==> src/rtl/hilo_multiply_unit.sv <==
// Hi/Lo multiply unit: iterative MULT/MULTU/MADD/MSUB plus single-cycle MTHI/MTLO.
// Define FAST_MULT_EN to replace the shift-add MUL phase with a combinational multiply.
module hilo_multiply_unit #(
  parameter int WIDTH = 32
) (
  input  logic             Clk,
  input  logic             Reset,
  input  logic             Start,
  input  logic [2:0]       Op,
  input  logic [WIDTH-1:0] A,
  input  logic [WIDTH-1:0] B,
  output logic             Busy,
  output logic             Stall,
  output logic             Done,
  output logic [WIDTH-1:0] Hi,
  output logic [WIDTH-1:0] Lo
);

  // Handshake: Start is a one-cycle request taken only while Busy=0; a request
  // seen while Busy=1 is dropped. Done pulses once after Hi/Lo commit.

  typedef enum logic [1:0] {IDLE, MUL, FIN} state_t;

  state_t                 state;
  state_t                 stateNext;
  logic [WIDTH-1:0]       mcand;
  logic [2*WIDTH-1:0]     prod;
  logic [1:0]             opReg;
  logic                   sign;
  logic                   opSigned;
  logic                   startMul;
  logic [WIDTH-1:0]       absA;
  logic [WIDTH-1:0]       absB;
  logic [2*WIDTH-1:0]     magnitude;
  logic [2*WIDTH-1:0]     signedProd;

`ifdef FAST_MULT_EN
  always_comb begin
    magnitude = {{WIDTH{1'b0}}, mcand} * {{WIDTH{1'b0}}, prod[WIDTH-1:0]};
  end
`else
  localparam int CW = (WIDTH > 1) ? $clog2(WIDTH) : 1;

  logic [CW-1:0]          count;
  logic [WIDTH:0]         partialSum;

  // Upper half accumulates the multiplicand; lower half holds the shifting multiplier.
  always_comb begin
    partialSum = {1'b0, prod[2*WIDTH-1:WIDTH]} + (prod[0] ? {1'b0, mcand} : '0);
    magnitude  = prod;
  end
`endif

  always_comb begin
    startMul   = Start && (Op[2] == 1'b0);
    opSigned   = (Op != 3'b001);
    absA       = (opSigned && A[WIDTH-1]) ? -A : A;
    absB       = (opSigned && B[WIDTH-1]) ? -B : B;
    signedProd = sign ? -magnitude : magnitude;
    Busy       = (state != IDLE);
    Stall      = Busy;
  end

  always_ff @(posedge Clk) begin
    if (Reset) state <= IDLE;
    else       state <= stateNext;
  end

  always_comb begin
    stateNext = state;
    case (state)
      IDLE: begin
`ifdef FAST_MULT_EN
        if (startMul) stateNext = FIN;
`else
        if (startMul) stateNext = MUL;
`endif
      end
`ifdef FAST_MULT_EN
      MUL: stateNext = IDLE;
`else
      MUL: if (count == CW'(WIDTH - 1)) stateNext = FIN;
`endif
      FIN:     stateNext = IDLE;
      default: stateNext = IDLE;
    endcase
  end

  always_ff @(posedge Clk) begin
    if (Reset) begin
      Hi    <= '0;
      Lo    <= '0;
      Done  <= 1'b0;
      mcand <= '0;
      prod  <= '0;
      opReg <= '0;
      sign  <= 1'b0;
`ifndef FAST_MULT_EN
      count <= '0;
`endif
    end else begin
      Done <= 1'b0;
      case (state)
        IDLE: begin
          if (Start) begin
            case (Op)
              3'b100: Hi <= A;
              3'b101: Lo <= A;
              3'b000, 3'b001, 3'b010, 3'b011: begin
                mcand <= absA;
                prod  <= {{WIDTH{1'b0}}, absB};
                opReg <= Op[1:0];
                sign  <= opSigned && (A[WIDTH-1] ^ B[WIDTH-1]);
`ifndef FAST_MULT_EN
                count <= '0;
`endif
              end
              default: ;
            endcase
          end
        end
`ifndef FAST_MULT_EN
        MUL: begin
          prod  <= {partialSum, prod[WIDTH-1:1]};
          count <= count + 1'b1;
        end
`endif
        FIN: begin
          case (opReg)
            2'b10:   {Hi, Lo} <= {Hi, Lo} + signedProd;
            2'b11:   {Hi, Lo} <= {Hi, Lo} - signedProd;
            default: {Hi, Lo} <= signedProd;
          endcase
          Done <= 1'b1;
        end
        default: ;
      endcase
    end
  end

endmodule
==> config.mk <==
export PLATFORM = sky130hd
export DESIGN_NAME = hilo_multiply_unit
export DESIGN_NICKNAME = d
export VERILOG_FILES = /design/src/rtl/hilo_multiply_unit.sv
export SDC_FILE = /design/constraint.sdc
export NUM_CORES = 1
export LEC_CHECK = 0
export CAP_MARGIN = 20
export CORE_ASPECT_RATIO = 1.2
export CORE_MARGIN = 4
export CORE_UTILIZATION = 40
export DETAILED_ROUTE_END_ITERATION = 10
export SYNTH_ARGS = -nofsm -noshare
export SYNTH_HDL_FRONTEND = slang
export SYNTH_SLANG_ARGS = --single-unit
==> constraint.sdc <==
create_clock -name Clk -period 7.9 [get_ports Clk]
set_input_delay 1.58 -clock Clk [delete_from_list [all_inputs] [get_ports Clk]]
set_output_delay 1.58 -clock Clk [all_outputs]
set_load 0.02 [all_outputs]
==> results.sh, run 1 <==
export IMPL_ys_flop_type="dfxtp_1"
export IMPL_initial_utilization=0.4045
export IMPL_async_flop_share=0
export IMPL_hold_slack_ns=0.4536
export IMPL_cpLargestDelayFamily="simple AND/OR/NAND/NOR gates"
export IMPL_powerDensity_nw_per_um2=137.6
export IMPL_rsz0062_at_grt="no"
export IMPL_wl_met3_um=5796
export IMPL_syn_area_um2=19020
export IMPL_slowest_stage="nor4_1"
export IMPL_antenna_left=0
export IMPL_dieArea_um2=51120
export IMPL_whs_path_depth=2
export IMPL_whs_endpoint="mcand[22]"
export IMPL_wl_met1_um=34760
export IMPL_critPathArrivalTime_ns=6.61
export IMPL_crit_reg2reg_capture="Hi[31]"
export IMPL_yosys_register_bits=171
export IMPL_cts_buffers=17
export IMPL_endpoint_kind="flip-flop"
export IMPL_clk_pin_slew_ns=0.07
export IMPL_hp_class="reg -> reg"
export IMPL_dieWidth_um=207.1
export IMPL_worstRegToRegCells=19
export IMPL_vias=20700
export IMPL_synthTopCellsByArea="dfxtp_1 (18%), ha_1 (12%), a21oi_1 (6.6%)"
export IMPL_cts_resized=0
export IMPL_avgSynthCellArea_um2=7.205
export IMPL_syn_inst=2640
export IMPL_worst_slew_pin_slew_ns=1.231
export IMPL_insertion_delay_ns=0.46
export IMPL_slew_violations=0
export IMPL_vias_per_cell=6.274
export IMPL_grt_start_max_net_pins=89
export IMPL_irDropWorstVdd_mv=0.1258
export IMPL_status="finished, final reports clean"
export IMPL_period_share=0.7988
export IMPL_cts_sinks=171
export IMPL_critPathLaunchType="flip-flop"
export IMPL_path_depth=19
export IMPL_hold_viol_final=0
export IMPL_die_h_um=246.9
export IMPL_cts_hold_fix_buffers=0
export IMPL_finClkSkew_ns=0.01635
export IMPL_drive_gt1_frac=0.04411
export IMPL_reg2reg_from="magnitude[10]"
export IMPL_syn_num_nets=2890
export IMPL_cts_tree="built"
export IMPL_met2_length_um=34160
export IMPL_path_cells="or4_4 -> nor4_4 -> nand2_1 -> or4_1 -> o41ai_1 -> xor2_1 -> inv_1 -> ha_1 -> nor4_1 -> nand2_1 -> nor3_1 -> nand3_1 -> a31oi_1 -> o21ai_1 -> a2111oi_0 -> o32ai_1 -> mux2_2 -> xnor2_1 -> o22ai_1"
export IMPL_wl_per_cell_um=23.97
export IMPL_clk_path_buf_depth=2
export IMPL_crit_path_max_incr_delay_ns=0.64
export IMPL_grt_use_total=0.2946
export IMPL_post_dp_hpwl_um=61510
export IMPL_setup_viol=0
export IMPL_setup_ws_ns=1.589
export IMPL_drc=0
export IMPL_crit_required_ns=8.20
export IMPL_antenna_found_initial=0
export IMPL_yosysSeqAreaShare=0.1800
export IMPL_grt_pass1_wl_um=118700
export IMPL_cts_root_buf="clkbuf_16"
export IMPL_highest_layer="met4"
export IMPL_portBuffers=136
export IMPL_dp_worst_setup_slack_ns=1.748
export IMPL_p_leak_uw=0.008479
export IMPL_postCtsSetupRepairBufs=0
export IMPL_crit_fanout=12
export IMPL_place_inst=3266
export IMPL_drt_iter0_markers=2033
export IMPL_area_growth_pct=12.27
export IMPL_finalNetCount=2912
export IMPL_ff2ff_setup_slack_ns=1.59
export IMPL_yosysWarnings=0
export IMPL_fmax_mhz=158.5
export IMPL_synth_edf_count=0
export IMPL_crit_path_frequent_cell="nand2_1"
export IMPL_multi_input_comb_area_um2=14470
export IMPL_drv_cap=0
export IMPL_coreArea_um2=47030
export IMPL_synth_cell_types=95
export IMPL_yosys_area_top_type="dfxtp_1"
export IMPL_netlist_area_leader_share=0.1800
export IMPL_globalplace_congestion=1.018
export IMPL_grt_pass1_vias=19180
export IMPL_hp_start="mcand[22]"
export IMPL_final_cells=3299
export IMPL_rows=87
export IMPL_io_pins=137
export IMPL_htree_levels=4
export IMPL_seq_area_um2=3427
export IMPL_fillers=4935
export IMPL_fin_tns_setup_ns=0
export IMPL_slew_headroom=0.1763
export IMPL_criticalPathCategory="reg -> reg"
export IMPL_drt_wl_total_um=79080
export IMPL_grt_overflow=0
export IMPL_fin_crit_ns=6.311
export IMPL_drt_first_pass_iters=8
export IMPL_critPathBufInv=1
-- flip-flops by register name (all words and copies together), names as in the netlist --
register / cells
sign: 1
count: 5
Lo: 32
magnitude: 64
Done: 1
Hi: 32
mcand: 32
state: 2
opReg: 2
-- how the worst max path moves through the flow --
stage / startpoint / endpoint / slack (ns)
global route: magnitude[10] / Hi[31] / 1.21
finish: magnitude[10] / Hi[31] / 1.59
detailed placement: magnitude[10] / Hi[31] / 1.75
global placement: magnitude[10] / Hi[1] / 1.58
floorplan: magnitude[10] / Hi[31] / 2.80
CTS: magnitude[10] / Hi[31] / 1.69
-- synth_stat cells (all sizes together) (44+ instances only) --
cell type    n
nand2      185
nor3        76
ha         177
o31ai       55
inv        147
clkbuf     136
dfxtp      171
o21ai      165
xnor2      128
o21bai      44
a211oi      73
nor2       307
xor2        80
a21oi      254
-- final cells by class --
| class | instances | share of cell area |
|---|---|---|
| repair buffers | 161 | 0.07224 |
| flip-flops and latches | 171 | 0.1605 |
| multi-input cells | 2163 | 0.6773 |
| inverters | 148 | 0.02601 |
| clock inverters | 13 | 0.006562 |
| clock buffers | 19 | 0.02074 |
| diodes | 1 | 0.0001172 |
| well taps | 623 | 0.03650 |
-- power breakdown --
| part | internal, µW | leakage, µW | switching, µW |
|---|---|---|---|
| registers | 894 | 0.00139 | 47.9 |
| clock network | 476 | 0.000288 | 401 |
| logic | 384 | 0.00680 | 736 |
-- cells by family after synthesis --
group	count (synthesis)	share of synthesized area
multiplexers	16	0.008485
XOR/XNOR	208	0.09577
buffers and inverters	306	0.06117
AO/OA/AOI/OAI	912	0.3218
AND/OR/NAND/NOR	847	0.2132
adder cells (fa/ha/maj)	180	0.1196
flip-flops	171	0.1800
-- layout by cell type (no fill, tap or decap), types with 31 or more instances in the layout --
master	count
a211oi_1	72
nor2_1	304
o211ai_1	31
a21o_1	36
nor4_1	31
clkdlybuf4s50_1	135
xnor2_1	128
nand3_1	38
inv_1	145
a21oi_1	252
o21ai_0	155
o21bai_1	43
nand2_1	185
xor2_1	80
ha_1	177
nor3_1	75
o31ai_1	55
dfxtp_1	168
and2_1	40
-- metal layers --
metal / up-vias / track usage
met1: 9897 / 0.4133
li1: 9689 / -
met4: 0 / 0.1541
met2: 974 / 0.4501
met5: - / 0
met3: 138 / 0.02665
-- worst reg2reg max path, delay by kind of cell (launching register included) --
kind,cells,cell delay [ns]
flip-flops,1,0.38
adder cells (fa/ha/maj),1,0.44
XOR/XNOR,2,0.55
AND/OR/NAND/NOR,8,2.71
AO/OA/AOI/OAI,6,1.69
buffers and inverters,1,0.09
multiplexers,1,0.31
-- through the flow --
step / instance area (µm²) / util / power [µW]
global placement: 20770 / 0.4416 / 2050
detailed placement: 20770 / 0.4417 / 2046
finish: 21360 / 0.4541 / 2939
CTS: 21350 / 0.4541 / 2923
global route: 21350 / 0.4541 / 3070
floorplan: 19020 / - / 1672
Power figures use the tool's default switching activity.
==> inputs of run 2 (changes only) <==
==> constraint.sdc (replaced) <==
create_clock -name Clk -period 5.9 [get_ports Clk]
set_input_delay 1.18 -clock Clk [delete_from_list [all_inputs] [get_ports Clk]]
set_output_delay 1.18 -clock Clk [all_outputs]
set_load 0.02 [all_outputs]
==> run 2 against run 1 <==
Compared with the run above:
- total power up 42%
- final area up 4.5%
- die area unchanged
- core utilization up 2.1 points
- sequential cell count unchanged
- via count up 2.9%
- count of clock-buffer cells in the layout down 1
- sequential power up 33%
- final cell count up 2.9%
==> results.sh, run 2 (synthesis gave the netlist of run 1 again) <==
export IMPL_status="finished, final reports clean"
export IMPL_die_h_um=246.9
export IMPL_final_cell_mix="nor2_1 (304), a21oi_1 (251), nand2_1 (185), ha_1 (169), dfxtp_1 (168)"
export IMPL_dp_worst_setup_slack_ns=0.04847
export IMPL_p_seq_frac=0.300
export IMPL_criticalPathCategory="reg -> reg"
export IMPL_p_leak_uw=0.008965
export IMPL_p_clk_frac=0.302
export IMPL_clk_path_buf_depth=2
export IMPL_drc=0
export IMPL_clk_pin_slew_ns=0.07
export IMPL_drt_iter0_markers=2459
export IMPL_critPathArrivalTime_ns=6.14
export IMPL_crit_required_ns=6.25
export IMPL_internal_power_uw=2522
export IMPL_hp_start="mcand[31]"
export IMPL_reg2reg_from="magnitude[12]"
export IMPL_finClkSkew_ns=0.01806
export IMPL_cts_buffers=17
export IMPL_grt_overflow=0
export IMPL_setup_viol=0
export IMPL_grt_start_max_net_pins=80
export IMPL_largest_register_ffs=64
export IMPL_drt_wl_total_um=84620
export IMPL_period_share=0.9815
export IMPL_antenna_found_initial=3
export IMPL_drv_cap=0
export IMPL_fillers=4911
export IMPL_hold_slack_ns=0.4534
export IMPL_p_sw_uw=1659
export IMPL_rsz0062_at_grt="yes"
export IMPL_p_comb_frac=0.398
export IMPL_seq_area_um2=3427
export IMPL_setup_ws_ns=0.1092
export IMPL_slew_headroom=0.2714
export IMPL_post_dp_hpwl_um=66460
export IMPL_cts_tree="built"
export IMPL_finalNetCount=3008
export IMPL_coreArea_um2=47030
export IMPL_slew_violations=0
export IMPL_initial_utilization=0.4045
export IMPL_htree_levels=4
export IMPL_drive_gt1_frac=0.08884
export IMPL_fmax_mhz=172.7
export IMPL_fin_tns_setup_ns=0
export IMPL_grt_pass1_vias=19810
export IMPL_vias=21290
export IMPL_grt_use_total=0.3140
export IMPL_final_common_cell="nor2_1"
export IMPL_worstRegToRegCells=21
export IMPL_irDropWorstVdd_mv=0.2063
export IMPL_dieWidth_um=207.1
export IMPL_globalplace_congestion=1.017
export IMPL_critPathLaunchType="flip-flop"
export IMPL_ff2ff_setup_slack_ns=0.11
export IMPL_powerDensity_nw_per_um2=187.3
export IMPL_drt_first_pass_iters=8
export IMPL_wl_per_cell_um=24.93
export IMPL_area_growth_pct=17.35
export IMPL_grt_pass1_wl_um=125500
export IMPL_cts_sinks=171
export IMPL_antenna_left=0
export IMPL_whs_path_depth=2
export IMPL_cts_root_buf="clkbuf_16"
export IMPL_worst_slew_pin_slew_ns=1.092
export IMPL_io_pins=137
export IMPL_netSwitchingFraction=0.3968
export IMPL_dieArea_um2=51120
export IMPL_fin_crit_ns=5.791
export IMPL_cts_hold_fix_buffers=0
export IMPL_multi_input_comb_area_um2=14670
export IMPL_insertion_delay_ns=0.46
export IMPL_endpoint_kind="flip-flop"
export IMPL_vias_per_cell=6.272
export IMPL_crit_reg2reg_capture="Hi[28]"
export IMPL_hold_viol_final=0
export IMPL_portBuffers=136
export IMPL_crit_fanout=10
export IMPL_hp_class="reg -> reg"
export IMPL_rows=87
export IMPL_whs_endpoint="mcand[31]"
## run 2: metal layers
| metal | share of wire | vias up | routed length (µm) | track usage |
|---|---|---|---|---|
| met5 | 0 | - | 0 | 0 |
| met4 | 0.049 | 0 | 4147 | 0.1461 |
| met3 | 0.073 | 164 | 6182 | 0.03210 |
| met2 | 0.44 | 983 | 36860 | 0.4868 |
| met1 | 0.44 | 10270 | 37430 | 0.4395 |
| li1 | - | 9881 | - | - |
## run 2: power groups by stage
stage	logic, µW	clock network, µW	registers [µW]
after floorplan	969	0	1270
after global placement	1590	0	1280
after detailed placement	1580	0	1280
after CTS	1590	1280	1250
after global routing	1770	1320	1260
final	1660	1260	1250
## run 2: per-stage QoR
| stage | cells | area (µm²) | power (µW) | utilization |
|---|---|---|---|---|
| after floorplan | 2640 | 19020 | 2239 | - |
| after global placement | 3354 | 21430 | 2864 | 0.4558 |
| after detailed placement | 3357 | 21450 | 2859 | 0.4562 |
| after CTS | 3387 | 22080 | 4121 | 0.4695 |
| after global routing | 3393 | 22320 | 4350 | 0.4746 |
| final | 3395 | 22320 | 4180 | 0.4747 |
## run 2: worst max-delay path by stage
stage	end	from	slack (ns)	cells past startpoint
finish	Hi[28]	magnitude[12]	0.11	21
global route	Hi[31]	magnitude[12]	-0.03	21
CTS	Hi[28]	magnitude[22]	0.01	21
detailed placement	Hi[28]	magnitude[22]	0.05	20
global placement	Hi[28]	magnitude[10]	-0.36	19
floorplan	Hi[31]	magnitude[10]	0.80	20
## run 2: repair_timing
action,4_1_cts,5_1_grt
gates resized for setup,0,43
setup buffers,0,5
endpoints found under the setup margin,0,18
## run 2: final cells by class
class,instances,share of cell area
inverter,148,0.02489
multi-input combinational,2163,0.6570
timing repair buffer,257,0.1013
sequential,171,0.1535
clock inverter,12,0.008352
antenna,3,0.0003363
tap,623,0.03492
clock buffer,18,0.01967
## run 2: critical path: stages, from the launching register on
cell,delay [ns]
dfxtp_1,0.36
or4_4,0.53
nor4_4,0.35
nand4b_1,0.13
buf_4,0.18
or2_2,0.30
nand2_1,0.08
xor2_1,0.38
inv_1,0.10
ha_1,0.32
inv_2,0.19
o21bai_1,0.11
a21o_1,0.18
a2111oi_1,0.53
nor3_1,0.17
or4_4,0.62
a31oi_2,0.26
o21a_1,0.25
o31ai_1,0.11
o311ai_1,0.15
nor4_1,0.08
a211o_1,0.29
